### config.mk
export PLATFORM = sky130hd
export DESIGN_NAME = adc_averager
export DESIGN_NICKNAME = d
export VERILOG_FILES = /design/src/rtl/adc_pkg.sv /design/src/rtl/sample_fifo.sv /design/src/rtl/adc_averager.sv
export SDC_FILE = /design/constraint.sdc
export NUM_CORES = 1
export LEC_CHECK = 0
export CORE_UTILIZATION = 51
export DETAILED_ROUTE_END_ITERATION = 12
export GPL_TIMING_DRIVEN = 0
export PLACE_DENSITY = 0.74
export SLEW_MARGIN = 30
export SYNTH_ARGS = -nofsm -noshare
export SYNTH_HDL_FRONTEND = slang
export SYNTH_SLANG_ARGS = --single-unit
export TNS_END_PERCENT = 50
### constraint.sdc
create_clock -name clock -period 2 [get_ports clock]
set_clock_uncertainty 0.15 [all_clocks]
set_input_delay 0.3 -clock clock [delete_from_list [all_inputs] [get_ports clock]]
set_output_delay 0.3 -clock clock [all_outputs]
set_load 0.01 [all_outputs]
### src/rtl/adc_pkg.sv
// Shared widths and FSM encoding for the ADC averaging path.
package adc_pkg;

  localparam int SAMPLE_WIDTH = 10;
  localparam int ACC_WIDTH    = 14;
  localparam int CNT_WIDTH    = 5;

  typedef enum logic [1:0] {
    IDLE  = 2'd0,
    ACCUM = 2'd1,
    EMIT  = 2'd2
  } avg_state_t;

endpackage

### src/rtl/sample_fifo.sv
// First-word-fall-through queue for averaged samples; head is visible while not empty.
module sample_fifo
  import adc_pkg::*;
#(
  parameter int  DATA_W = SAMPLE_WIDTH,
  parameter int  DEPTH  = 4,
  localparam int PTR_W  = $clog2(DEPTH),
  localparam int LVL_W  = PTR_W + 1
) (
  input  logic              clock,
  input  logic              reset,
  input  logic              push,
  input  logic [DATA_W-1:0] push_data,
  input  logic              pop_req,
  output logic [DATA_W-1:0] head,
  output logic              empty,
  output logic              full,
  output logic [LVL_W-1:0]  level
);

  logic [DATA_W-1:0] mem [DEPTH];
  logic [PTR_W-1:0]  wr_ptr;
  logic [PTR_W-1:0]  rd_ptr;
  logic [LVL_W-1:0]  count;
  logic [DATA_W-1:0] hold;
  logic              pop;
  logic              wr;

  assign empty = (count == '0);
  assign full  = (count == LVL_W'(DEPTH));
  assign level = count;

  // A pop frees a slot in the same clock, so a push into a full queue still lands.
  assign pop = pop_req & ~empty;
  assign wr  = push & (~full | pop);

  assign head = empty ? hold : mem[rd_ptr];

  always_ff @(posedge clock or negedge reset) begin
    if (!reset) begin
      wr_ptr <= '0;
      rd_ptr <= '0;
      count  <= '0;
      hold   <= '0;
    end else begin
      if (wr) wr_ptr <= wr_ptr + 1'b1;
      if (pop) begin
        rd_ptr <= rd_ptr + 1'b1;
        hold   <= mem[rd_ptr];
      end
      case ({wr, pop})
        2'b10:   count <= count + 1'b1;
        2'b01:   count <= count - 1'b1;
        default: count <= count;
      endcase
    end
  end

  always_ff @(posedge clock) begin
    if (wr) mem[wr_ptr] <= push_data;
  end

endmodule

### src/rtl/adc_averager.sv
// Brings ADC samples into the system clock via a toggle handshake, boxcar-averages
// 2^AVG_LOG2 of them and queues the results for a valid/ready consumer.
module adc_averager
  import adc_pkg::*;
#(
  parameter int  AVG_LOG2   = 2,
  parameter int  FIFO_DEPTH = 4,
  localparam int LVL_W      = $clog2(FIFO_DEPTH) + 1
) (
  input  logic                    clock,
  input  logic                    reset,
  input  logic [SAMPLE_WIDTH-1:0] sample_in,
  input  logic                    sample_toggle,
  input  logic                    enable,
  output logic [SAMPLE_WIDTH-1:0] avg_out,
  output logic                    avg_valid,
  input  logic                    avg_ready,
  output logic [LVL_W-1:0]        level,
  output logic                    overflow
);

  localparam logic [CNT_WIDTH-1:0] CNT_LAST = CNT_WIDTH'(1 << AVG_LOG2);

  // Truncating divide by the group size; the sum never exceeds ACC_WIDTH bits.
  function automatic logic [SAMPLE_WIDTH-1:0] avg_trunc(input logic [ACC_WIDTH-1:0] a);
    logic [ACC_WIDTH-1:0] s;
    s = a >> AVG_LOG2;
    return s[SAMPLE_WIDTH-1:0];
  endfunction

  logic                    tog_p0;
  logic                    tog_p1;
  logic                    tog_p2;
  logic                    new_sample;
  avg_state_t              state;
  logic [ACC_WIDTH-1:0]    acc;
  logic [CNT_WIDTH-1:0]    cnt;
  logic                    push;
  logic [SAMPLE_WIDTH-1:0] push_data;
  logic                    fifo_empty;
  logic                    fifo_full;
  logic                    fifo_drop;

  // Stage p0..p2: two-flop synchroniser plus an edge-detect flop on the toggle.
  always_ff @(posedge clock or negedge reset) begin
    if (!reset) begin
      tog_p0 <= 1'b0;
      tog_p1 <= 1'b0;
      tog_p2 <= 1'b0;
    end else begin
      tog_p0 <= sample_toggle;
      tog_p1 <= tog_p0;
      tog_p2 <= tog_p1;
    end
  end

  // sample_in is held for thousands of clocks after a toggle, so it is sampled directly.
  assign new_sample = tog_p1 ^ tog_p2;

  // Accumulate / emit stage.
  always_ff @(posedge clock or negedge reset) begin
    if (!reset) begin
      state    <= IDLE;
      acc      <= '0;
      cnt      <= '0;
      overflow <= 1'b0;
    end else if (!enable) begin
      state    <= IDLE;
      acc      <= '0;
      cnt      <= '0;
      overflow <= 1'b0;
    end else begin
      if (fifo_drop) overflow <= 1'b1;
      case (state)
        IDLE: begin
          acc   <= '0;
          cnt   <= '0;
          state <= ACCUM;
        end
        ACCUM: begin
          if (new_sample) begin
            acc <= acc + ACC_WIDTH'(sample_in);
            cnt <= cnt + CNT_WIDTH'(1);
            if (cnt + CNT_WIDTH'(1) == CNT_LAST) state <= EMIT;
          end
        end
        EMIT: begin
          acc   <= '0;
          cnt   <= '0;
          state <= ACCUM;
        end
        default: state <= IDLE;
      endcase
    end
  end

  assign push      = (state == EMIT);
  assign push_data = avg_trunc(acc);
  assign fifo_drop = push & fifo_full & ~(avg_ready & ~fifo_empty);
  assign avg_valid = ~fifo_empty;

  // Output queue stage.
  sample_fifo #(
    .DATA_W (SAMPLE_WIDTH),
    .DEPTH  (FIFO_DEPTH)
  ) u_fifo (
    .clock     (clock),
    .reset     (reset),
    .push      (push),
    .push_data (push_data),
    .pop_req   (avg_ready),
    .head      (avg_out),
    .empty     (fifo_empty),
    .full      (fifo_full),
    .level     (level)
  );

endmodule

==> impl_metrics.toml, run 1 <==
[timing]
period_share = 1.17
rsz0062_at_grt = "true"
fin_ws_ns = -0.347
relSlewSlack = 0.694
final_max_slew_viol_count = 0
fin_setup_tns_ns = -3.96
worstMarginPinSlew_ns = 0.459
fmax_mhz = 426
finalHoldViolCount = 0
period_minus_slack_ns = 2.35
setup_viol = 18

[setup_path]
worstPathRequired_ns = 1.55
path_max_fanout = 5
cp.arrival_ns = 1.90
worstSetupPathType = "reg -> out"
cp-end-kind = "output port"
start_kind = "flop"

[power]
leakage_nw = 1.97
total_power_mw = 5.50
internal_power_mw = 3.97
max-vdd-ir-drop_mv = 0.418
power_density_nw_per_um2 = 1130
p_comb_frac = 0.393
p_sw_frac = 0.279
p_switching_mw = 1.53
power_frac_clock = 0.239
p_seq_frac = 0.368

[synth]
synthArstFlopShare = 0.500
syn_area_sq_um = 3790
synth_top_area_frac = 0.317
ys_top_cells_by_area = "edfxtp_1 (32%), dfrtp_1 (26%), mux4_2 (5.9%), ha_1 (5.3%), mux2_2 (3.3%)"
synth_edf_count = 40
avgSynthCellArea_sq_um = 14.0
synthFlopType = "edfxtp_1"
yosysWarnings = 0
ys_seq_area_frac = 0.581
synth-seq-cells = 80
synth_top_area_cell = "edfxtp_1"
synth_nets = 304
synth_cells = 271
synth_cell_types = 50

[run_status]
violations = "negative setup slack"
status = "finished with violations"

[routing]
first_pass_iters = 4
antenna_left = 0
avgRoutedWirePerCell_microns = 17.0
drt-initial-drc-count = 148
via_per_inst = 5.55
drc = 0
routed_wl_microns = 7440
vias = 2432

[place]
dp.cells = 400
hpwlAfterDp_microns = 4730
dpl_cell_area_sq_um = 4270
io_buffers = 29
gp_congestion = 0.783

[finish]
final_layout_size_suffix_gt1_frac = 0.357
syn_to_final_growth_pct = 27.8
n_antenna_cell = 0
stdcell_area_sq_um = 4850
nNetsFinal = 367
final_cells = 438

[floorplanning]
fp.dieH_microns = 88.2
ioPinCount = 30
row_count = 31
die_w_microns = 88.2
die_area_sq_um = 7780
initial_core_util = 0.526
core_area_sq_um = 7210

[clock_tree]
clockBufferDepth = 2
clkLatencyLatePin_ns = 0.35
cts_made_buffers = 9
htreeDepth = 3
cts_root_buf = "clkbuf_8"
cts_sinks = 80
tritoncts = "done"
path_clk_slew_ns = 0.08

[grt]
grt_max_degree = 27
grt_pass1_wl_microns = 12000
antenna_found_initial = 0
grt_pass1_vias = 2517
grt_overflow = 0
grtUsageTotal = 0.213

[flow_run]
cap_violations = 0

[worst_hold_path]
hold_class = "reg -> reg"
==> power groups by stage <==
stage | clock [mW] | sequential, mW | combinational, mW
after floorplan | 0 | 2.06 | 1.11
after global placement | 0 | 2.07 | 1.68
after detailed placement | 0 | 2.08 | 1.71
after CTS | 1.32 | 2.02 | 2.10
after global routing | 1.40 | 2.05 | 2.34
final | 1.31 | 2.03 | 2.16
==> layout by cell type, fill, tap and decap left out, types with 4 or more instances in the layout <==
| master | netlist | layout |
|---|---|---|
| xnor2_1 | 7 | 7 |
| edfxtp_1 | 40 | 40 |
| mux2_2 | 11 | 4 |
| clkdlybuf4s50_1 | 0 | 15 |
| a21o_1 | 5 | 5 |
| buf_2 | 4 | 6 |
| nor2_1 | 10 | 10 |
| inv_1 | 7 | 5 |
| ha_4 | 0 | 7 |
| clkbuf_8 | 0 | 10 |
| o211ai_1 | 4 | 4 |
| buf_4 | 0 | 18 |
| buf_6 | 1 | 11 |
| mux4_2 | 10 | 10 |
| and2_1 | 9 | 4 |
| dfrtp_2 | 0 | 6 |
| dfrtp_1 | 40 | 34 |
| a21oi_1 | 12 | 10 |
| and3_1 | 4 | 4 |
| nand3_1 | 7 | 7 |
| xor2_1 | 6 | 6 |
| ha_1 | 16 | 7 |
| nand2_1 | 20 | 20 |
| mux2_4 | 7 | 14 |
==> critical path: stages (launching register included) <==
cell,delay (ns)
dfrtp_1,0.37
buf_4,0.14
buf_16,0.11
mux4_2,0.51
mux2_2,0.27
buf_2,0.14
==> layout make-up <==
cell class,instances,area (sq um)
Buffer,8,50.0
Clock buffer,10,138
Clock inverter,6,82.6
Fill cell,502,2370
Inverter,7,26.3
Multi-Input combinational cell,174,1700
Sequential cell,80,2210
Tap cell,99,124
Timing Repair Buffer,54,513
==> state kept, by name, indices dropped and copies added, names as in the netlist, 2 cells and up <==
name,flops
u_fifo.mem,40
acc,12
u_fifo.hold,10
cnt,5
u_fifo.level,3
state,2
u_fifo.rd_ptr,2
u_fifo.wr_ptr,2
==> path summary, 6_finish.rpt <==
| path | from | to | slack, ns | depth (start not counted) |
|---|---|---|---|---|
| worst max-delay path | u_fifo.rd_ptr[0] | avg_out[5] | -0.35 | 5 |
| max in group asynchronous | reset | acc[2] | 0.97 | 3 |
| worst max register to register | u_fifo.level[0] | u_fifo.level[2] | -0.23 | 10 |
| min in group asynchronous | reset | u_fifo.hold[5] | 0.24 | 2 |
| worst min register to register | tog_p0 | tog_p1 | 0.21 | 0 |
| worst min-delay path | tog_p0 | tog_p1 | 0.21 | 0 |
==> cell usage after synthesis, types with 2 or more instances <==
cell type	instances
nand4_1	3
or3_1	3
o211ai_1	4
mux2_4	7
a21o_1	5
fa_1	2
mux2_1	2
buf_2	4
clkbuf_1	5
xor2_1	6
nor3_1	2
mux4_2	10
nand2_1	20
or4_1	2
nand3b_1	2
edfxtp_1	40
inv_1	7
mux2_2	11
nor4_1	2
nor2_1	10
nand3_1	7
and2_1	9
a31oi_1	3
xnor2_1	7
dfrtp_1	40
a21oi_1	12
ha_1	16
a211oi_1	2
and3_1	4
o21ai_0	4
==> timing repair <==
action | CTS | global route
gates cloned | 1 | 0
resized for setup | 85 | 14
buffers inserted | 20 | 2
endpoints found under the setup margin | 59 | 24
hold endpoints to repair | 14 | 0
hold buffers | 1 | 0
pin swaps | 15 | 11
==> through the flow <==
step / util / hold slack (ns) / worst slack (ns)
detailed placement: 0.592 / 0.0840 / -0.725
global placement: 0.590 / 0.185 / -0.764
finish: 0.672 / 0.207 / -0.347
global route: 0.672 / 0.214 / -0.430
floorplan: - / -0.146 / -0.208
CTS: 0.662 / 0.209 / -0.348
==> logic make-up after synthesis <==
group,count (synthesis),synth area share
DFF,80,0.581
AOI/OAI and AO/OA,41,0.0785
xor gates and xnor gates,13,0.0300
and+or+nand+nor,71,0.0990
adders and majority gates,18,0.0633
muxes,31,0.128
buffers and inverters,17,0.0201
==> routing by layer <==
metal	track usage	vias up	routed length (microns)
met3	0.0354	15	295
met1	0.266	1211	3050
met4	0.109	0	190
met5	0	-	0
li1	-	1143	-
met2	0.361	63	3900
Power figures use the tool's default switching activity.
==> run 2, diff against run 1 <==
- ABC_CLOCK_PERIOD_IN_PS: unset -> 2900
- PLACE_DENSITY: 0.74 -> 0.71
- clock period: 2 -> 2.9 ns (I/O delays scaled with it)
==> impl_metrics.toml, run 2 (synthesis gave the netlist of run 1 again) <==
[run_status]
status = "completed"

[finish]
nNetsFinal = 348
largest_register = "u_fifo.mem"
largest_reg_flops = 40
largestRegisters = "u_fifo.mem x40, acc x12, u_fifo.hold x10"
syn_to_final_growth_pct = 17.9
final_cell_mix = "edfxtp_1 (40), dfrtp_1 (39), clkdlybuf4s50_1 (28)"
layout_commonest_cell = "edfxtp_1"
n_antenna_cell = 0
final_layout_size_suffix_gt1_frac = 0.184
stdcell_area_sq_um = 4470

[power]
power_density_nw_per_um2 = 775
total_power_mw = 3.47
leakage_nw = 1.80
max-vdd-ir-drop_mv = 0.303

[timing]
final_max_slew_viol_count = 0
period_share = 0.970
fmax_mhz = 355
worstMarginPinSlew_ns = 0.752
period_minus_slack_ns = 2.81
finalHoldViolCount = 0
setup_viol = 0
relSlewSlack = 0.491

[setup_path]
cp-startpoint = "u_fifo.rd_ptr[0]"
critPathSlowestCell = "mux4_2"
r2r-start = "u_fifo.level[1]"
start_kind = "flop"
r2r_slack_ns = 0.25
cp-end-kind = "output port"
path_buf_inv = 2
cp.arrival_ns = 2.23
worstSetupPathType = "reg -> out"
critPathTopFamily = "multiplexers"
worstPathRequired_ns = 2.32
critPathMaxStageDelay_ns = 0.54
path_max_fanout = 10
path_cells = "buf_8 -> mux4_2 -> mux2_2 -> clkdlybuf4s50_1"

[routing]
via_per_inst = 5.47
route.met3.wl_microns = 275
avgRoutedWirePerCell_microns = 16.2
drc = 0
routed_wl_microns = 6790
antenna_left = 0
vias = 2293
highest_layer = "met4"
wl_met2_microns = 3400
drt-met1-wl_microns = 3000
drt-initial-drc-count = 94
first_pass_iters = 4

[flow_run]
cap_violations = 0

[clock_tree]
tritoncts = "done"
cts_made_buffers = 9
cts_root_buf = "clkbuf_8"
cts_sinks = 80
clockBufferDepth = 2
path_clk_slew_ns = 0.08
htreeDepth = 3
clkLatencyLatePin_ns = 0.35

[place]
hpwlAfterDp_microns = 4740
dpl_cell_area_sq_um = 4220
gp_congestion = 0.828
io_buffers = 29

[grt]
grt_pass1_vias = 2323
grtUsageTotal = 0.194
grt_overflow = 0
antenna_found_initial = 0
grt_pass1_wl_microns = 11000
grt_max_degree = 27

[worst_hold_path]
min_from = "tog_p0"
hold_class = "reg -> reg"

[floorplanning]
core_area_sq_um = 7210
die_w_microns = 88.2
initial_core_util = 0.526
ioPinCount = 30
fp.dieH_microns = 88.2
row_count = 31
die_area_sq_um = 7780
[run 2: changes by cell type in the layout (fill, tap and decap cells not counted), sizes merged]
cell / before / now
dlygate4sd2: 3 / 0
clkdlybuf4s50: 15 / 28
buf: 38 / 9
[run 2: through the flow]
step           worst slack (ns)   util   TNS, ns  hold WS [ns]  instances
6_report                 0.0867  0.620         0         0.208        419
5_1_grt                -0.00594  0.620  -0.00621         0.211        419
4_1_cts                 0.00427  0.617         0         0.209        417
3_5_place_dp             -0.184  0.585    -0.195         0.191        400
3_3_place_gp             -0.148  0.583    -0.148         0.185        399
2_1_floorplan             0.612      -         0       -0.0106        271
[run 2: repair_timing]
item,4_1_cts,5_1_grt
setup endpoints to repair,9,9
gates cloned,0,0
setup buffers,0,2
endpoints found under the hold margin,14,0
hold buffers,1,0
resized for setup,4,3
[run 2: layout make-up]
cell class,instances,area [sq um]
sequential,80,2200
inverter,7,26.3
clock buffer,10,128
tap,99,124
multi-input combinational,174,1510
buffer,10,62.6
clock inverter,6,83.8
fill,567,2740
timing repair buffer,33,330
[run 2: final timing paths]
check | end | cells after the start
worst max-delay path | avg_out[7] | 4
min in group asynchronous | u_fifo.hold[1] | 2
worst min-delay path | tog_p1 | 0
max in group asynchronous | cnt[1] | 3
worst max register to register | u_fifo.level[2] | 9
worst min register to register | tog_p1 | 0
[run 2: where the power goes]
part / total (mW) / switching [mW] / internal [mW]
combinational: 1.18 / 0.472 / 0.708
sequential: 1.41 / 0.0923 / 1.32
clock: 0.877 / 0.397 / 0.480
total: 3.47 / 0.961 / 2.50
[run 2: metal layers]
metal	global-route usage	up-vias
met5	0	-
met4	0.0792	0
met3	0.0420	13
met2	0.340	53
met1	0.235	1124
li1	-	1103
